**src/rtl/uart_pkg.sv**
```systemverilog
// Shared definitions for the UART transmit arbiter: FSM encodings,
// width helpers and a saturating counter increment.
`default_nettype none

`ifndef CLOG2
`define CLOG2(x) ($clog2(x))
`endif

package uart_pkg;

  localparam int WIDTH_DEFAULT = 8;

  localparam logic [2:0] S_IDLE    = 3'd0;
  localparam logic [2:0] S_ACCEPT  = 3'd1;
  localparam logic [2:0] S_ISSUE   = 3'd2;
  localparam logic [2:0] S_WAIT_LO = 3'd3;
  localparam logic [2:0] S_WAIT_HI = 3'd4;
  localparam logic [2:0] S_RELEASE = 3'd5;

  function automatic logic [7:0] sat_inc8(input logic [7:0] v);
    return (v == 8'hFF) ? v : v + 8'd1;
  endfunction

endpackage

`default_nettype wire

```
**src/rtl/uart_tx_arbiter_rr_pick.sv**
```systemverilog
// Combinational round-robin picker: first set request at or after the
// pointer, wrapping modulo NUM_REQ.
`default_nettype none

module rr_pick #(
  parameter int NUM_REQ = 4,
  parameter int IDW     = `CLOG2(NUM_REQ)
) (
  input  logic [NUM_REQ-1:0] req_i,
  input  logic [IDW-1:0]     ptr_i,
  output logic [IDW-1:0]     idx_o,
  output logic               any_o
);

  always_comb begin
    logic [IDW-1:0] cand;
    cand  = '0;
    idx_o = ptr_i;
    any_o = |req_i;
    // Walk from the farthest offset back to the pointer so the closest hit wins.
    for (int k = NUM_REQ - 1; k >= 0; k--) begin
      cand = IDW'((int'(ptr_i) + k) % NUM_REQ);
      if (req_i[cand]) begin
        idx_o = cand;
      end
    end
  end

endmodule

`default_nettype wire

```
**src/rtl/uart_tx_arbiter.sv**
```systemverilog
// Round-robin packet arbiter sharing one uart_tx serializer between
// NUM_REQ byte-stream requesters; a grant lasts a whole packet.
`default_nettype none

module uart_tx_arbiter
  import uart_pkg::*;
#(
  parameter int NUM_REQ    = 4,
  parameter int WIDTH      = WIDTH_DEFAULT,
  parameter int MAX_BURST  = 16,
  parameter int GAP_CYCLES = 32
) (
  input  logic                       clk,
  input  logic                       rst,
  input  logic [NUM_REQ-1:0]         req_valid,
  input  logic [NUM_REQ*WIDTH-1:0]   req_data,
  input  logic [NUM_REQ-1:0]         req_last,
  output logic [NUM_REQ-1:0]         req_ready,
  input  logic                       tx_rdy,
  output logic                       tx_new_data,
  output logic [WIDTH-1:0]           tx_char,
  output logic                       grant_valid,
  output logic [`CLOG2(NUM_REQ)-1:0] grant_id
);

  localparam int IDW = `CLOG2(NUM_REQ);

  logic [2:0]       state_q, state_d;
  logic [IDW-1:0]   rr_ptr_q, rr_ptr_d;
  logic [IDW-1:0]   gid_q, gid_d;
  logic [WIDTH-1:0] char_q, char_d;
  logic             last_q, last_d;
  logic [7:0]       burst_q, burst_d;
  logic [7:0]       gap_q, gap_d;

  logic [IDW-1:0]   pick_idx;
  logic             pick_any;
  logic             own_valid;
  logic             own_last;
  logic [WIDTH-1:0] own_data;
  logic [7:0]       gap_inc;

  rr_pick #(
    .NUM_REQ (NUM_REQ),
    .IDW     (IDW)
  ) u_rr_pick (
    .req_i (req_valid),
    .ptr_i (rr_ptr_q),
    .idx_o (pick_idx),
    .any_o (pick_any)
  );

  always_comb begin
    own_valid = 1'b0;
    own_last  = 1'b0;
    own_data  = '0;
    for (int i = 0; i < NUM_REQ; i++) begin
      if (gid_q == IDW'(i)) begin
        own_valid = req_valid[i];
        own_last  = req_last[i];
        own_data  = req_data[i*WIDTH +: WIDTH];
      end
    end
  end

  assign gap_inc = sat_inc8(gap_q);

  always_comb begin
    state_d     = state_q;
    rr_ptr_d    = rr_ptr_q;
    gid_d       = gid_q;
    char_d      = char_q;
    last_d      = last_q;
    burst_d     = burst_q;
    gap_d       = gap_q;
    req_ready   = '0;
    tx_new_data = 1'b0;

    case (state_q)
      S_IDLE: begin
        if (pick_any && tx_rdy) begin
          gid_d   = pick_idx;
          burst_d = 8'd0;
          gap_d   = 8'd0;
          state_d = S_ACCEPT;
        end
      end
      S_ACCEPT: begin
        if (own_valid) begin
          req_ready[gid_q] = 1'b1;
          char_d           = own_data;
          last_d           = own_last;
          burst_d          = sat_inc8(burst_q);
          gap_d            = 8'd0;
          state_d          = S_ISSUE;
        end else begin
          gap_d = gap_inc;
          if (gap_inc >= 8'(GAP_CYCLES)) begin
            state_d = S_RELEASE;
          end
        end
      end
      S_ISSUE: begin
        // Never start a frame the serializer cannot take.
        if (tx_rdy) begin
          tx_new_data = 1'b1;
          state_d     = S_WAIT_LO;
        end
      end
      S_WAIT_LO: begin
        if (!tx_rdy) begin
          state_d = S_WAIT_HI;
        end
      end
      S_WAIT_HI: begin
        if (tx_rdy) begin
          if (last_q || (burst_q >= 8'(MAX_BURST))) begin
            state_d = S_RELEASE;
          end else begin
            state_d = S_ACCEPT;
          end
        end
      end
      S_RELEASE: begin
        rr_ptr_d = (gid_q == IDW'(NUM_REQ - 1)) ? '0 : gid_q + 1'b1;
        state_d  = S_IDLE;
      end
      default: begin
        state_d = S_IDLE;
      end
    endcase
  end

  always_ff @(posedge clk) begin
    if (rst) begin
      state_q  <= S_IDLE;
      rr_ptr_q <= '0;
      gid_q    <= '0;
      char_q   <= '0;
      last_q   <= 1'b0;
      burst_q  <= 8'd0;
      gap_q    <= 8'd0;
    end else begin
      state_q  <= state_d;
      rr_ptr_q <= rr_ptr_d;
      gid_q    <= gid_d;
      char_q   <= char_d;
      last_q   <= last_d;
      burst_q  <= burst_d;
      gap_q    <= gap_d;
    end
  end

  assign grant_valid = (state_q == S_ACCEPT) || (state_q == S_ISSUE) ||
                       (state_q == S_WAIT_LO) || (state_q == S_WAIT_HI);
  assign grant_id    = gid_q;
  assign tx_char     = char_q;

endmodule

`default_nettype wire

```
**config.mk**
```make
export PLATFORM = sky130hd
export DESIGN_NAME = uart_tx_arbiter
export DESIGN_NICKNAME = d
export VERILOG_FILES = /design/src/rtl/uart_pkg.sv /design/src/rtl/uart_tx_arbiter_rr_pick.sv /design/src/rtl/uart_tx_arbiter.sv
export SDC_FILE = /design/constraint.sdc
export NUM_CORES = 1
export LEC_CHECK = 0
export CAP_MARGIN = 20
export CELL_PAD_IN_SITES_DETAIL_PLACEMENT = 0
export CELL_PAD_IN_SITES_GLOBAL_PLACEMENT = 1
export CORE_UTILIZATION = 37
export DETAILED_ROUTE_END_ITERATION = 10
export GPL_ROUTABILITY_DRIVEN = 0
export PLACE_DENSITY_LB_ADDON = 0.1
export SYNTH_ARGS = -nofsm -noshare
export SYNTH_HDL_FRONTEND = slang
export SYNTH_HIERARCHICAL = 1
export SYNTH_SLANG_ARGS = --single-unit
```
**constraint.sdc**
```tcl
create_clock -name clk -period 3.9 [get_ports clk]
set_clock_uncertainty 0.1 [all_clocks]
set_input_delay 0.39 -clock clk [delete_from_list [all_inputs] [get_ports clk]]
set_output_delay 0.39 -clock clk [all_outputs]
set_load 0.01 [all_outputs]
```
==> flow_summary.json, run 1 <==
{
  "holdWs_ps": 397.1,
  "postCtsSetupBuffers": 0,
  "critical_path_buf_inv_count": 2,
  "period_share_pct": 78.99,
  "rsz0062_at_grt": "false",
  "yosys.area.top_type": "dfxtp_1",
  "tightest_slew_ps": 820.5,
  "start_util_pct": 38.51,
  "outcome": "complete, no violations",
  "fmax_mhz": 324.6,
  "clock_latency_ps": 280,
  "final_cell_mix": "58 x clkdlybuf4s50_1, 33 x a21oi_1, 32 x dfxtp_1, 28 x nor2_1, 22 x nor3_1",
  "worstSetupEndpointType": "output port",
  "ys_warn_count": 6,
  "synth_cells": 274,
  "n_antenna_cell": 0,
  "clock-sinks": 32,
  "synth_cell_types": 49,
  "required_ps": 3410,
  "maxSlewHeadroom_pct": 45.30,
  "hp-class": "reg2reg",
  "drive_gt1_share_pct": 7.407,
  "yosysTopAreaCellShare_pct": 30.21,
  "antenna_found_initial": 0,
  "slew_viol_final": 0,
  "crit_path_top_delay_cell": "clkdlybuf4s50_1",
  "remaining_drc_errors": 0,
  "max_cap_violations": 0,
  "critPathMaxStageDelay_ps": 530,
  "critPathMaxFanout": 21,
  "vdd_drop_max_mv": 0.1548,
  "cts_tree": "built",
  "yosysSeqAreaShare_pct": 30.21,
  "totalWireLength_um": 5264,
  "die_x_um": 77.71,
  "setup_tns_ps": 0,
  "cts_buffer_depth": 2,
  "synth.avg_cell_area_sq_um": 7.740,
  "crit_chain": "inv_1 > ha_1 > nor2b_1 > o21ai_1 > and3b_1 > and2_1 > clkdlybuf4s50_1",
  "grt_overflow": 0,
  "drtAntennaViolNets": 0,
  "grt.total_usage_pct": 19.23,
  "io_pins": 59,
  "holdBufCountCts": 0,
  "final_common_cell": "clkdlybuf4s50_1",
  "finalWorstSetupSlack_ps": 819.4,
  "start_kind": "flop",
  "numCtsBuffers": 5,
  "power_leakage_nw": 0.9560,
  "fin_util_pct": 51.24,
  "die_area_sq_um": 6039,
  "root_buffer": "clkbuf_8",
  "port_buffers": 58,
  "setup.worst_path.class": "reg2out",
  "synth_fp_nets": 324,
  "setup-violations-final": 0,
  "grt_pass1_vias": 2021,
  "area_growth_pct": 33.04,
  "pre_cts_ws_ps": 1100,
  "viasPerCell": 5.422,
  "fillerInstances": 556,
  "path_clk_slew_ps": 70,
  "cp.arrival_ps": 2590,
  "rows": 27,
  "ys_ff_latch": 32,
  "wl_per_cell_um": 13.29,
  "dr_total_vias": 2147,
  "die_h_um": 77.71,
  "grt_max_degree": 28,
  "period_needed_ps": 3081,
  "synth.area.top_cells": "dfxtp_1 30%, a21oi_1 7.8%, nor3_1 5.2%",
  "firstDrtPassIters": 6,
  "hpwl_um": 3863,
  "cp_top_family": "simple AND/OR/NAND/NOR gates",
  "grt_first_pass_wirelength_um": 9446,
  "ctsResizeCount": 0,
  "drt_first_iter_violations": 111,
  "hold_violations": 0,
  "htreeDepth": 2,
  "core-area_sq_um": 5507,
  "syn_area_sq_um": 2121,
  "power_density_nw_per_um2": 331.5,
  "num-nets-final": 373
}
[power by group]
group | leakage (nW) | internal, mW | switching (mW) | total [mW]
Clock | 0.0552 | 0.190 | 0.127 | 0.317
Combinational | 0.642 | 0.130 | 0.124 | 0.254
Sequential | 0.259 | 0.343 | 0.0217 | 0.364
Total | 0.956 | 0.662 | 0.273 | 0.935
[per-layer routing]
layer | global-route usage, % | share of wire (%)
met5 | 0 | 0
met4 | 4.528 | 1.0
met3 | 5.647 | 7.1
met2 | 28.85 | 42
met1 | 26.83 | 50
[Yosys cell counts (all sizes together)]
cell / n
a211oi: 11
a21o: 1
a21oi: 34
a221oi: 9
a2bb2oi: 1
a311oi: 2
a31o: 1
a31oi: 2
and2: 3
and2b: 3
and3: 4
and3b: 2
and4: 1
buf: 10
clkbuf: 10
dfxtp: 32
ha: 7
inv: 10
mux2: 1
mux2i: 4
nand2: 11
nand2b: 2
nand3: 11
nand3b: 1
nand4: 4
nand4b: 1
nor2: 29
nor2b: 11
nor3: 22
nor4: 1
nor4b: 1
o2111ai: 1
o211a: 1
o21ai: 12
o221a: 1
o31ai: 5
or2: 2
or3: 1
or4: 6
xnor2: 3
[cells by family (layout without fill, tap and decap cells)]
group,Yosys count,in the layout,share of synthesized area (%)
mux,5,5,2.419
xor+xnor,3,3,1.239
buf+inv,30,80,6.844
fa+ha+maj,7,7,4.130
compound gates,81,81,24.90
flops,32,32,30.21
simple gates,116,116,30.27
[metrics by stage]
step	cell area [sq um]	std cells	power [mW]
5_1_grt	2821	396	0.9904
3_5_place_dp	2714	388	0.6261
6_report	2821	396	0.9353
3_3_place_gp	2714	388	0.6266
4_1_cts	2821	396	0.9424
2_1_floorplan	2121	274	0.5290
[cell type report]
| class | instances | area (sq um) | area share, % |
|---|---|---|---|
| clock inverter | 2 | 35.03 | 1.242 |
| timing repair buffer | 62 | 610.6 | 21.64 |
| multi-input combinational | 212 | 1335 | 47.32 |
| inverter | 10 | 37.54 | 1.330 |
| sequential | 32 | 640.6 | 22.71 |
| tap | 72 | 90.09 | 3.193 |
| clock buffer | 6 | 72.57 | 2.572 |
[worst min-delay path: cells and delay by family (launching register included)]
family          cells  cell delay, ps
compound gates      1              50
simple gates        1              90
flops               1             310
[registers in the layout, summed over array words and instances, names as in the netlist]
name,count
burst_q,8
gap_q,8
last_q,1
grant_id,2
tx_char,8
state_q,3
rr_ptr_q,2
[path summary, 6_finish.rpt]
check | start | endpoint | slack, ps | cells after the start
worst max-delay path | grant_id[0] | req_ready[1] | 820 | 7
worst min-delay path | tx_char[2] | tx_char[2] | 400 | 2
worst max register to register | grant_id[0] | gap_q[2] | 1110 | 8
worst min register to register | tx_char[2] | tx_char[2] | 400 | 2
Note: power is estimated with default switching activity, not from simulation.
==> run 2, diff against run 1 <==
--- a/config.mk
+++ b/config.mk
@@ -8,7 +8,7 @@
 export CAP_MARGIN = 20
 export CELL_PAD_IN_SITES_DETAIL_PLACEMENT = 0
 export CELL_PAD_IN_SITES_GLOBAL_PLACEMENT = 1
-export CORE_UTILIZATION = 37
+export CORE_UTILIZATION = 31
 export DETAILED_ROUTE_END_ITERATION = 10
 export GPL_ROUTABILITY_DRIVEN = 0
 export PLACE_DENSITY_LB_ADDON = 0.1
==> constraint.sdc (replaced) <==
create_clock -name clk -period 2.7 [get_ports clk]
set_clock_uncertainty 0.1 [all_clocks]
set_input_delay 0.27 -clock clk [delete_from_list [all_inputs] [get_ports clk]]
set_output_delay 0.27 -clock clk [all_outputs]
set_load 0.01 [all_outputs]
==> run 2 against run 1 <==
Compared with the run above: first-iteration DRC count is 31% lower; register-to-register slack worse by 680 ps; worst setup slack lost 650 ps; non-clock buffer count up 8; worst hold slack gained 3.2 ps; final area grew 2.8%; critical path depth stayed put; sequential power grew 44%; die area grew 19%; clock power increased by 47%; combinational power is 52% higher; critical path type unchanged; largest power group unchanged; highest routed layer unchanged.
==> flow_summary.json, run 2 (synthesized netlist as in run 1, its figures left out) <==
{
  "rsz0062_at_grt": "false",
  "port_buffers": 58,
  "grt_overflow": 0,
  "rr_endpoint": "gap_q[7]",
  "r2r_cells": 9,
  "start_kind": "flop",
  "grt.total_usage_pct": 15.82,
  "htreeDepth": 2,
  "totalWireLength_um": 5432,
  "dr_total_vias": 2151,
  "max_cap_violations": 0,
  "area_growth_pct": 36.81,
  "tightest_slew_ps": 485.7,
  "firstDrtPassIters": 4,
  "root_buffer": "clkbuf_8",
  "rows": 29,
  "die_h_um": 84.71,
  "num-nets-final": 381,
  "holdWs_ps": 400.3,
  "setup-violations-final": 0,
  "drtAntennaViolNets": 0,
  "grt_max_degree": 27,
  "hold_violations": 0,
  "cts_tree": "built",
  "vdd_drop_max_mv": 0.2024,
  "die_x_um": 84.71,
  "required_ps": 2330,
  "reg2reg_slack_ps": 430,
  "critPathMaxStageDelay_ps": 530,
  "slew_viol_final": 0,
  "remaining_drc_errors": 0,
  "final_cell_mix": "58 x clkdlybuf4s50_1, 33 x a21oi_1, 30 x dfxtp_1, 28 x nor2_1, 22 x nor3_1",
  "hpwl_um": 4109,
  "final_common_cell": "clkdlybuf4s50_1",
  "start_util_pct": 32.84,
  "grt_pass1_vias": 2036,
  "n_antenna_cell": 0,
  "final_cells": 409,
  "power_leakage_nw": 0.9976,
  "dp.cells": 401,
  "maxSlewHeadroom_pct": 67.62,
  "cp.arrival_ps": 2160,
  "crit_chain": "inv_1 > ha_1 > nor2b_1 > o21ai_2 > and3b_2 > and2_1 > clkdlybuf4s50_1",
  "setup_tns_ps": 0,
  "worstSetupEndpointType": "output port",
  "clock_latency_ps": 290,
  "die_area_sq_um": 7176,
  "drive_gt1_share_pct": 11.14,
  "critPathMaxFanout": 6,
  "numCtsBuffers": 5,
  "antenna_found_initial": 0,
  "setup.worst_path.class": "reg2out",
  "viasPerCell": 5.259,
  "holdPathStages": 2,
  "wl_per_cell_um": 13.28,
  "period_share_pct": 93.66,
  "grt_first_pass_wirelength_um": 9301,
  "r2r-start": "grant_id[1]",
  "path_clk_slew_ps": 70,
  "hp-class": "reg2reg",
  "outcome": "complete, no violations",
  "period_needed_ps": 2529,
  "core-area_sq_um": 6459,
  "p_total_mw": 1.374,
  "crit_end": "req_ready[0]",
  "fillerInstances": 681,
  "power_density_nw_per_um2": 473.7,
  "fmax_mhz": 395.4,
  "io_pins": 59,
  "drt_first_iter_violations": 77,
  "crit_start": "grant_id[0]",
  "crit_path_top_delay_cell": "clkdlybuf4s50_1",
  "cts_buffer_depth": 2,
  "clock-sinks": 32
}
==> run 2: cell types whose count changed in the layout (fill, tap and decap cells not counted), sizes merged <==
| cell | change |
|---|---|
| buf | +8 |
| clkbuf | -1 |
| clkinvlp | +1 |
==> run 2: critical path: cells and delay by family (launching register included) <==
| kind | cells | cell delay (ps) |
|---|---|---|
| AND/OR/NAND/NOR | 3 | 510 |
| buffers and inverters | 2 | 590 |
| adder cells (fa/ha/maj) | 1 | 220 |
| flip-flops | 1 | 380 |
| AO/OA/AOI/OAI | 1 | 170 |
==> run 2: layer usage <==
layer	track usage [%]	up-vias	routed length, um	share of wire [%]
li1	-	1126	-	-
met1	21.37	966	2698	50
met2	24.09	55	2345	43
met3	5.211	4	366	6.7
met4	4.314	0	21	0.39
met5	0	-	0	0
==> run 2: what timing repair did <==
| action | in CTS | in global routing |
|---|---|---|
| hold buffers | 0 | 0 |
| resized for setup | 1 | 5 |
| setup endpoints to repair | 3 | 3 |
| setup buffers | 0 | 0 |
==> run 2: area by class of cell <==
| type | instances | area [sq um] | area share [%] |
|---|---|---|---|
| repair buffers | 70 | 670.6 | 23.11 |
| inverters | 10 | 37.54 | 1.294 |
| multi-input cells | 212 | 1340 | 46.18 |
| clock buffers | 5 | 68.82 | 2.372 |
| well taps | 77 | 96.34 | 3.320 |
| clock inverters | 3 | 42.54 | 1.466 |
| flip-flops and latches | 32 | 645.6 | 22.25 |
==> run 2: worst min-delay path by stage <==
| stage | startpoint | endpoint | slack [ps] |
|---|---|---|---|
| 2_1_floorplan | burst_q[7] | burst_q[7] | 360 |
| 3_3_place_gp | burst_q[3] | burst_q[3] | 380 |
| 3_5_place_dp | tx_char[7] | tx_char[7] | 390 |
| 4_1_cts | burst_q[3] | burst_q[3] | 400 |
| 5_1_grt | tx_char[1] | tx_char[1] | 430 |
| 6_report | tx_char[3] | tx_char[3] | 400 |
==> run 2: stage by stage <==
stage / setup slack [ps] / util (%) / instance area [sq um]
floorplan: 589.5 / - / 2121
global placement: 276.2 / 43.05 / 2780
detailed placement: 246.4 / 43.05 / 2780
CTS: 38.01 / 44.83 / 2895
global route: 19.55 / 44.92 / 2902
finish: 171.2 / 44.92 / 2902
==> run 2: report_power, final <==
| part | internal (mW) | switching [mW] | total (mW) |
|---|---|---|---|
| Clock | 0.273 | 0.193 | 0.466 |
| Sequential | 0.495 | 0.0279 | 0.523 |
| Combinational | 0.202 | 0.184 | 0.386 |
